### config.mk
export PLATFORM = sky130hd
export DESIGN_NAME = trapezoid_raster_gen2
export DESIGN_NICKNAME = d
export VERILOG_FILES = /design/src/rtl/trapezoid_raster_gen2.sv
export SDC_FILE = /design/constraint.sdc
export NUM_CORES = 1
export LEC_CHECK = 0
export BUFFER_PORTS_ARGS = -buffer_cell sky130_fd_sc_hd__buf_2
export CAP_MARGIN = 20
export CORE_MARGIN = 5
export CORE_UTILIZATION = 45
export CTS_CLUSTER_DIAMETER = 100
export DETAILED_ROUTE_END_ITERATION = 12
export PLACE_DENSITY = 0.71
export SYNTH_ARGS = -nofsm -noshare
export SYNTH_HDL_FRONTEND = slang
export SYNTH_SLANG_ARGS = --single-unit
### constraint.sdc
create_clock -name clk -period 8.9 [get_ports clk]
set_input_delay 1.335 -clock clk [delete_from_list [all_inputs] [get_ports clk]]
set_output_delay 1.335 -clock clk [all_outputs]
set_load 0.03 [all_outputs]
### src/rtl/trapezoid_raster_gen2.sv
// Scan-line trapezoid rasteriser: captures four vertices, derives both edge slopes
// with two parallel restoring dividers, then streams covered pixels bottom-to-top.
module trapezoid_raster_gen2 #(
    parameter int CW = 8,
    parameter int FW = 16
) (
    input  logic          clk,
    input  logic          reset,
    input  logic          nt,
    input  logic [CW-1:0] xi,
    input  logic [CW-1:0] yi,
    input  logic          mode,
    output logic          busy,
    output logic          po,
    input  logic          ordy,
    output logic [CW-1:0] xo,
    output logic [CW-1:0] yo,
    output logic          done,
    output logic          err
);
    localparam int AW  = CW + FW;
    localparam int CW1 = CW + 1;
    localparam int DCW = $clog2(AW);

    localparam logic [2:0] S_IDLE     = 3'd0;
    localparam logic [2:0] S_LOAD     = 3'd1;
    localparam logic [2:0] S_CHECK    = 3'd2;
    localparam logic [2:0] S_DIV      = 3'd3;
    localparam logic [2:0] S_ROW_INIT = 3'd4;
    localparam logic [2:0] S_EMIT     = 3'd5;
    localparam logic [2:0] S_ROW_STEP = 3'd6;
    localparam logic [2:0] S_DONE     = 3'd7;

    logic [2:0]           r_state;
    logic [1:0]           r_load_cnt;
    logic                 r_mode;
    logic [CW-1:0]        r_xl_top, r_xr_top, r_xl_bot, r_xr_bot;
    logic [CW-1:0]        r_y_top, r_y_bot;
    logic [CW-1:0]        r_dy;
    logic [DCW-1:0]       r_div_cnt;
    logic [1:0][CW-1:0]   r_rem;
    logic [1:0][AW-1:0]   r_quo;
    logic [1:0]           r_neg;
    logic [AW-1:0]        r_xl, r_xr;
    logic [CW-1:0]        r_y;
    logic [CW:0]          r_col, r_xe;
    logic                 r_po;
    logic [CW-1:0]        r_xo, r_yo;
    logic                 r_err;

    // Edge deltas (top - bottom) split into sign and magnitude for the dividers.
    logic [CW:0]          w_dx_l, w_dx_r;
    logic [CW-1:0]        w_mag_l, w_mag_r;

    assign w_dx_l  = {1'b0, r_xl_top} - {1'b0, r_xl_bot};
    assign w_dx_r  = {1'b0, r_xr_top} - {1'b0, r_xr_bot};
    assign w_mag_l = w_dx_l[CW] ? (~w_dx_l[CW-1:0] + CW'(1)) : w_dx_l[CW-1:0];
    assign w_mag_r = w_dx_r[CW] ? (~w_dx_r[CW-1:0] + CW'(1)) : w_dx_r[CW-1:0];

    logic [1:0][CW:0]     w_trial;
    logic [1:0]           w_fit;
    logic [1:0][CW-1:0]   w_rem_next;
    logic [1:0][AW-1:0]   w_slope;

    // NOTE: every always_comb output gets a value on every path, so no latch is inferred.
    always_comb begin
        for (int i = 0; i < 2; i++) begin
            w_trial[i]    = {r_rem[i], r_quo[i][AW-1]};
            w_fit[i]      = (w_trial[i] >= {1'b0, r_dy});
            w_rem_next[i] = w_fit[i] ? (w_trial[i][CW-1:0] - r_dy) : w_trial[i][CW-1:0];
            // Low AW bits of the signed slope suffice: the accumulators add modulo 2^AW.
            w_slope[i]    = r_neg[i] ? (AW'(0) - r_quo[i]) : r_quo[i];
        end
    end

    // Row under evaluation: the current one in ROW_INIT, the next one in ROW_STEP.
    logic                 w_step;
    logic [CW-1:0]        w_row_y;
    logic [AW-1:0]        w_row_xl, w_row_xr;
    logic                 w_top_row;
    logic [AW-1:0]        w_span_xl, w_span_xr;
    logic [CW:0]          w_xs, w_xe;
    logic                 w_row_empty;

    assign w_step      = (r_state == S_ROW_STEP);
    assign w_row_y     = w_step ? (r_y + CW'(1)) : r_y;
    assign w_row_xl    = w_step ? (r_xl + w_slope[0]) : r_xl;
    assign w_row_xr    = w_step ? (r_xr + w_slope[1]) : r_xr;
    assign w_top_row   = (w_row_y == r_y_top);
    assign w_span_xl   = w_top_row ? {r_xl_top, {FW{1'b0}}} : w_row_xl;
    assign w_span_xr   = w_top_row ? {r_xr_top, {FW{1'b0}}} : w_row_xr;
    assign w_xs        = {1'b0, w_span_xl[AW-1:FW]} + CW1'(|w_span_xl[FW-1:0]);
    assign w_xe        = {1'b0, w_span_xr[AW-1:FW]};
    assign w_row_empty = (w_xs > w_xe);

    // Outline middle rows jump from xs straight to xe; the extra counter bit stops x=max wrapping.
    logic                 w_full_row;
    logic [CW:0]          w_next_col;
    logic                 w_row_end;

    assign w_full_row = !r_mode || (r_y == r_y_bot) || (r_y == r_y_top);
    assign w_next_col = (!w_full_row && (r_col < r_xe)) ? r_xe : (r_col + CW1'(1));
    assign w_row_end  = (w_next_col > r_xe);

    // NOTE: sequential state uses non-blocking assignments so every register samples pre-edge values.
    always_ff @(posedge clk or negedge reset) begin
        if (!reset) begin
            r_state    <= S_IDLE;
            r_load_cnt <= '0;
            r_mode     <= 1'b0;
            r_xl_top   <= '0;
            r_xr_top   <= '0;
            r_xl_bot   <= '0;
            r_xr_bot   <= '0;
            r_y_top    <= '0;
            r_y_bot    <= '0;
            r_dy       <= '0;
            r_div_cnt  <= '0;
            // NOTE: the divider lanes are plain registers, so they are cleared with everything else.
            r_rem      <= '0;
            r_quo      <= '0;
            r_neg      <= '0;
            r_xl       <= '0;
            r_xr       <= '0;
            r_y        <= '0;
            r_col      <= '0;
            r_xe       <= '0;
            r_po       <= 1'b0;
            r_xo       <= '0;
            r_yo       <= '0;
            r_err      <= 1'b0;
        end else begin
            case (r_state)
                S_IDLE, S_DONE: begin
                    if (nt) begin
                        r_xl_top   <= xi;
                        r_y_top    <= yi;
                        r_mode     <= mode;
                        r_err      <= 1'b0;
                        r_load_cnt <= '0;
                        r_state    <= S_LOAD;
                    end else begin
                        r_state <= S_IDLE;
                    end
                end
                S_LOAD: begin
                    case (r_load_cnt)
                        2'd0:    r_xr_top <= xi;
                        2'd1: begin
                            r_xl_bot <= xi;
                            r_y_bot  <= yi;
                        end
                        default: r_xr_bot <= xi;
                    endcase
                    r_load_cnt <= r_load_cnt + 2'd1;
                    if (r_load_cnt == 2'd2) begin
                        r_state <= S_CHECK;
                    end
                end
                S_CHECK: begin
                    r_xl      <= {r_xl_bot, {FW{1'b0}}};
                    r_xr      <= {r_xr_bot, {FW{1'b0}}};
                    r_y       <= r_y_bot;
                    r_dy      <= r_y_top - r_y_bot;
                    r_div_cnt <= '0;
                    r_rem     <= '0;
                    r_neg     <= {w_dx_r[CW], w_dx_l[CW]};
                    if (r_y_top < r_y_bot) begin
                        r_err   <= 1'b1;
                        r_state <= S_DONE;
                    end else if (r_y_top == r_y_bot) begin
                        r_quo   <= '0;
                        r_state <= S_ROW_INIT;
                    end else begin
                        r_quo[0] <= {w_mag_l, {FW{1'b0}}};
                        r_quo[1] <= {w_mag_r, {FW{1'b0}}};
                        r_state  <= S_DIV;
                    end
                end
                S_DIV: begin
                    for (int i = 0; i < 2; i++) begin
                        r_rem[i] <= w_rem_next[i];
                        r_quo[i] <= {r_quo[i][AW-2:0], w_fit[i]};
                    end
                    r_div_cnt <= r_div_cnt + DCW'(1);
                    if (r_div_cnt == DCW'(AW - 1)) begin
                        r_state <= S_ROW_INIT;
                    end
                end
                S_ROW_INIT, S_ROW_STEP: begin
                    r_xl  <= w_row_xl;
                    r_xr  <= w_row_xr;
                    r_y   <= w_row_y;
                    r_col <= w_xs;
                    r_xe  <= w_xe;
                    if (!w_row_empty) begin
                        r_po    <= 1'b1;
                        r_xo    <= w_xs[CW-1:0];
                        r_yo    <= w_row_y;
                        r_state <= S_EMIT;
                    end else if (w_top_row) begin
                        r_state <= S_DONE;
                    end else begin
                        r_state <= S_ROW_STEP;
                    end
                end
                S_EMIT: begin
                    if (ordy) begin
                        if (w_row_end) begin
                            r_po    <= 1'b0;
                            r_state <= (r_y == r_y_top) ? S_DONE : S_ROW_STEP;
                        end else begin
                            r_col <= w_next_col;
                            r_xo  <= w_next_col[CW-1:0];
                        end
                    end
                end
                default: r_state <= S_IDLE;
            endcase
        end
    end

    assign busy = (r_state != S_IDLE) && (r_state != S_DONE);
    assign done = (r_state == S_DONE);
    assign po   = r_po;
    assign xo   = r_xo;
    assign yo   = r_yo;
    assign err  = r_err;

endmodule

==> qor.csv, run 1 <==
metric,value,unit
Fill cells,3259,
worst slew pin tran,1.14,ns
Post-Layout Cell Count,2279,
sequential fraction of the synthesis area,34.7,%
CP Data Required Time,9.32,ns
Core Box Area,35500,sq um
Iter 0 DRT Violations,992,
most frequent cells in the layout,"dfrtp_1 (224), nand2_1 (198), o21ai_0 (171)",
ANT cells,0,
fin. max-slew vios,0,
mean number of vias per cell,5.96,
Antenna Nets Post-Route,0,
delay of the slowest critical-path stage,0.44,ns
share of the synthesized area in the top cell type,34.7,%
Synth Instances,1794,
critical path arrival,7.15,ns
type of origin of the critical path,flip-flop,
clk sinks,224,
Num CTS Buffers,27,
Port Buffers,40,
post-DP HPWL,32.0,mm
adder-cell share of the synthesized area,10.5,%
Final period util,75.7,%
Levels on crit path,26,
Synth Area in Simple Gates,15.0,%
Mapped Avg Cell Area,9.01,sq um
Post-Syn Area,16200,sq um
"FFs w/ async S/R, synth",100,%
largest family of logic cells by synthesized area,compound AO/OA/AOI/OAI gates,
gpl congestion,0.914,
CTS Root Cell,clkbuf_16,
die width,199,um
CP endpoint kind,flip-flop,
GRT Total Usage,21.6,%
die area,39800,sq um
PostCTS Resize Cnt,0,
"wirelength, routed",43.1,mm
site row count,69,
Post-synth EDFFs,0,
Hold Path Depth,2,
Worst-path clk slew,0.06,ns
Initial Util,45.5,%
unrepaired setup endpoints after global routing,false,
multiplexer share of the synthesized area,6.59,%
outcome,"finished, final reports clean",
hold_buf cts,0,
hold crit path type,flip-flop to flip-flop,
worst path bufs/invs,0,
area growth from synthesis to layout,9.64,%
"leading cell type in the layout, fill and taps excluded",dfrtp_1,
Fmax,148,MHz
share of cells above drive strength 1,10.6,%
Synth area leader,dfrtp_1,
GRT overflow,0,
critical path's top delay family,compound AO/OA/AOI/OAI gates,
Placed Cells incl. Taps,2232,
Reg area,5610,sq um
Final Setup Violations,0,
drt first pass iters,7,
CP Class,flip-flop to flip-flop,
"Distinct cells, synth",86,
die height,199,um
multi-input logic area,9920,sq um
crit path max fanout,10,
clock insertion delay at the later pin of the skew report,0.54,ns
pin count of the biggest net entering global routing,79,
setup TNS,0,ns
Synth Area in XOR/XNOR,8.46,%
Worst Skew,0.0115,ns
CTS Buffer Depth,3,
fin nets,1952,
IO Pins,41,
vias,13600,
syn_nets,1946,
drt wl/cell,18.9,um
"Slowest-stage cell, CP",dfrtp_1,
first-pass GRT wire length,70.3,mm
Synth Area in Compound Gates,20.7,%
vias in the first global route,13500,
CTS tree,yes,
# Post-CTS Setup Buffers,0,
initial antenna violation count,0,
post-route DRC violation count,0,
Seq cells post-synth,224,
Worst slew margin,23.9,%
final worst path period need,6.74,ns
CTS H-tree lvls,1,
FF-to-FF path depth,26,
"Hold Violations, Final",0,
Max Cap Violations,0,
Syn. warnings,0,
"Top FF cell, synth",dfrtp_1,
Synth area leaders,"dfrtp_1 (35%), ha_1 (9.6%), xnor2_1 (6.2%)",
[final timing paths]
check / start / endpoint / slack (ns)
min in group asynchronous: reset / r_y[6]$_DFFE_PN0P_ / 0.76
hold / removal: r_dy[7]$_DFFE_PN0P_ / r_dy[7]$_DFFE_PN0P_ / 0.49
hold reg to reg: r_dy[7]$_DFFE_PN0P_ / r_dy[7]$_DFFE_PN0P_ / 0.49
setup / recovery: r_quo[3]$_DFFE_PN0P_ / yo[2]$_DFFE_PN0P_ / 2.16
setup reg to reg: r_quo[3]$_DFFE_PN0P_ / yo[2]$_DFFE_PN0P_ / 2.16
max in group asynchronous: reset / r_xl_bot[4]$_DFFE_PN0P_ / 6.72
[flip-flops by register name (all words and copies together), names as in the netlist, 5 cells and up]
register / count
r_xl: 24
r_y_top: 8
r_rem: 16
r_xe: 8
r_xl_bot: 8
r_xr_top: 8
r_y_bot: 8
r_div_cnt: 5
r_xl_top: 8
r_col: 9
r_xr_bot: 8
r_dy: 8
r_xr: 24
xo: 8
yo: 8
r_quo: 48
r_y: 8
[synthesized netlist by cell type, drive strengths merged (6+ instances only)]
master / count
o22ai: 8
mux2i: 31
a22o: 37
and3: 13
clkbuf: 69
a221oi: 6
mux2: 67
nor2b: 14
nand2: 198
or3: 14
nand3: 33
a21oi: 95
buf: 12
nor3: 30
a211oi: 11
or2: 6
nand4: 24
or4: 9
a31oi: 9
and2: 6
o21bai: 15
nand2b: 19
o211ai: 9
a22oi: 19
a21o: 43
xor2: 41
o21a: 15
xnor2: 115
ha: 124
dfrtp: 224
fa: 7
nand3b: 6
inv: 87
o31ai: 21
nor4: 7
o21ai: 173
nor2: 104
[routing by layer]
metal / up-vias / share of wire [%] / global-route usage (%)
li1: 6472 / - / -
met1: 6658 / 45 / 29.6
met2: 363 / 47 / 35.8
met3: 91 / 5.7 / 2.82
met4: 0 / 3.0 / 6.64
met5: - / 0 / 0
[tightest hold or removal path, cell delays in order (launching register included)]
cell     delay (ns)
dfrtp_1        0.34
nand2_1        0.05
o21ai_0        0.06
[cell families after synthesis]
| group | after synthesis |
|---|---|
| AOI/OAI and AO/OA | 513 |
| muxes | 98 |
| xor gates and xnor gates | 156 |
| adders and majority gates | 131 |
| buffers and inverters | 169 |
| DFF | 224 |
| and+or+nand+nor | 503 |
[through the flow]
stage                     utilization (%)  instance area (sq um)  setup WS (ns)  hold WS, ns
final                                49.9                  17700           2.16        0.485
after global routing                 49.9                  17700           1.71        0.507
after CTS                            49.9                  17700           2.22        0.486
after detailed placement             47.3                  16800           2.26        0.472
after global placement               47.3                  16800           2.31        0.458
after floorplan                         -                  16200           2.96        0.443
[final cells by class]
cell class | count | share of cell area (%)
inverter | 88 | 1.86
clock inverter | 13 | 0.982
sequential | 224 | 31.6
tap | 461 | 3.26
multi-input combinational | 1401 | 56.0
timing repair buffer | 58 | 1.95
clock buffer | 34 | 4.30
Power of run 1 is not shown: default switching activity piles up to over one toggle a cycle in this logic, so the estimate is an artifact.
==> run 2, diff against run 1 <==
==> constraint.sdc (replaced) <==
create_clock -name clk -period 6.85 [get_ports clk]
set_input_delay 1.0275 -clock clk [delete_from_list [all_inputs] [get_ports clk]]
set_output_delay 1.0275 -clock clk [all_outputs]
set_load 0.03 [all_outputs]
==> run 2 against run 1 <==
- sequential share of layout area fell by 0.27 points
- utilization is 0.44 points higher
- maximum frequency grew 5.1%
- first-iteration DRC count rose by 9.7%
- design area grew 0.88%
- hold slack got worse by 0.012 ns
- count of clock-buffer cells in the layout decreased by 1
- non-clock buffer count is 9 higher
==> qor.csv, run 2 (synthesized netlist as in run 1, its figures left out) <==
metric,value,unit,change
outcome,"finished, final reports clean",,
"worst slack, placed",0.107,ns,-2.15 ns
CP endpoint kind,flip-flop,,
"Hold Violations, Final",0,,unchanged
CTS Buffer Depth,3,,unchanged
Max Cap Violations,0,,unchanged
vias,13600,,+0.21%
fin. max-slew vios,0,,unchanged
type of origin of the critical path,flip-flop,,
Fmax,156,MHz,+5.1%
largest registers,"r_quo x48, r_xl x24, r_xr x24",,
final worst path period need,6.41,ns,-0.325 ns
CTS H-tree lvls,1,,unchanged
Port Buffers,40,,unchanged
GRT Total Usage,21.6,%,about the same
IO Pins,41,,unchanged
worst slew pin tran,1.03,ns,-0.113 ns
share of cells above drive strength 1,11.7,%,+1.1 points
Worst-path clk slew,0.06,ns,about the same
initial antenna violation count,0,,unchanged
die width,199,um,unchanged
"wirelength, routed",43.4,mm,+0.58%
clock insertion delay at the later pin of the skew report,0.54,ns,about the same
site row count,69,,unchanged
"leading cell type in the layout, fill and taps excluded",dfrtp_1,,
Final Setup Violations,0,,unchanged
post-route DRC violation count,0,,unchanged
drt first pass iters,5,,-2
CP Data Required Time,7.26,ns,-2.06 ns
Num CTS Buffers,26,,-3.7%
Initial Util,45.5,%,unchanged
Final period util,93.6,%,+18 points
CTS tree,yes,,
vias in the first global route,13500,,-0.42%
"Slowest-stage cell, CP",dfrtp_1,,
Worst slew margin,31.4,%,+7.5 points
worst setup margin,0.439,ns,-1.72 ns
die area,39800,sq um,unchanged
post-DP HPWL,31.6,mm,-1.3%
fin nets,1960,,+0.41%
Antenna Nets Post-Route,0,,unchanged
critical path's top delay family,compound AO/OA/AOI/OAI gates,,
mean number of vias per cell,5.95,,-0.22%
hold crit path type,flip-flop to flip-flop,,
worst path bufs/invs,1,,+1
CTS Root Cell,clkbuf_16,,
CP Class,flip-flop to flip-flop,,
area growth from synthesis to layout,10.6,%,
die height,199,um,unchanged
delay of the slowest critical-path stage,0.44,ns,about the same
pin count of the biggest net entering global routing,121,,+53%
Worst Skew,0.0122,ns,+0.000705 ns
first-pass GRT wire length,70.5,mm,+0.26%
crit path max fanout,9,,-1
max FFs per register,48,,unchanged
GRT overflow,0,,unchanged
Largest Register,r_quo,,
Iter 0 DRT Violations,1088,,+9.7%
drt wl/cell,19.0,um,+0.14%
gpl congestion,0.940,,+2.8%
clk sinks,224,,unchanged
most frequent cells in the layout,"dfrtp_1 (224), nand2_1 (197), o21ai_0 (170)",,
Core Box Area,35500,sq um,unchanged
critical path arrival,6.83,ns,-0.32 ns
-- run 2: layout make-up --
class	instances	area, sq um
timing repair buffer	67	453
fill	3287	17600
multi-input combinational	1401	9980
clock inverter	14	170
tap	461	577
inverter	88	330
clock buffer	33	748
antenna	1	2.50
sequential	224	5610
-- run 2: layer usage --
layer / vias to the layer above / wire length [um] / global-route usage [%]
met5: - / 0 / 0
met4: 0 / 1790 / 7.95
met3: 94 / 2440 / 2.68
met2: 398 / 19400 / 34.4
met1: 6633 / 19700 / 30.3
li1: 6488 / - / -
-- run 2: path summary, 6_finish.rpt --
check	endpoint	from	depth (start not counted)	slack [ns]
max reg2reg	yo[2]$_DFFE_PN0P_	r_quo[3]$_DFFE_PN0P_	27	0.44
min	r_xr[0]$_DFFE_PN0P_	r_xr[0]$_DFFE_PN0P_	2	0.47
min reg2reg	r_xr[0]$_DFFE_PN0P_	r_xr[0]$_DFFE_PN0P_	2	0.47
min in group asynchronous	r_y[6]$_DFFE_PN0P_	reset	1	0.55
max in group asynchronous	r_col[8]$_DFFE_PN0P_	reset	3	5.04
max	yo[2]$_DFFE_PN0P_	r_quo[3]$_DFFE_PN0P_	27	0.44
-- run 2: worst min-delay path, cell delays in order, from the launching register on --
cell	delay, ns
dfrtp_1	0.35
nand2_1	0.05
nand2_1	0.05
-- run 2: through the flow --
step / utilization (%) / std cells / area (sq um) / hold WS (ns) / TNS (ns)
3_3_place_gp: 47.4 / 2238 / 16800 / 0.455 / 0
5_1_grt: 50.4 / 2288 / 17900 / 0.504 / -0.427
2_1_floorplan: - / 1794 / 16200 / 0.443 / 0
3_5_place_dp: 47.4 / 2238 / 16800 / 0.461 / 0
6_report: 50.4 / 2289 / 17900 / 0.473 / 0
4_1_cts: 50.0 / 2285 / 17700 / 0.475 / 0
-- run 2: what timing repair did --
action / 4_1_cts / 5_1_grt
endpoints found under the setup margin: 0 / 19
buffers inserted: 0 / 1
gates resized for setup: 0 / 13
hold buffers: 0 / 0
Power of run 2 is left out for the same reason.
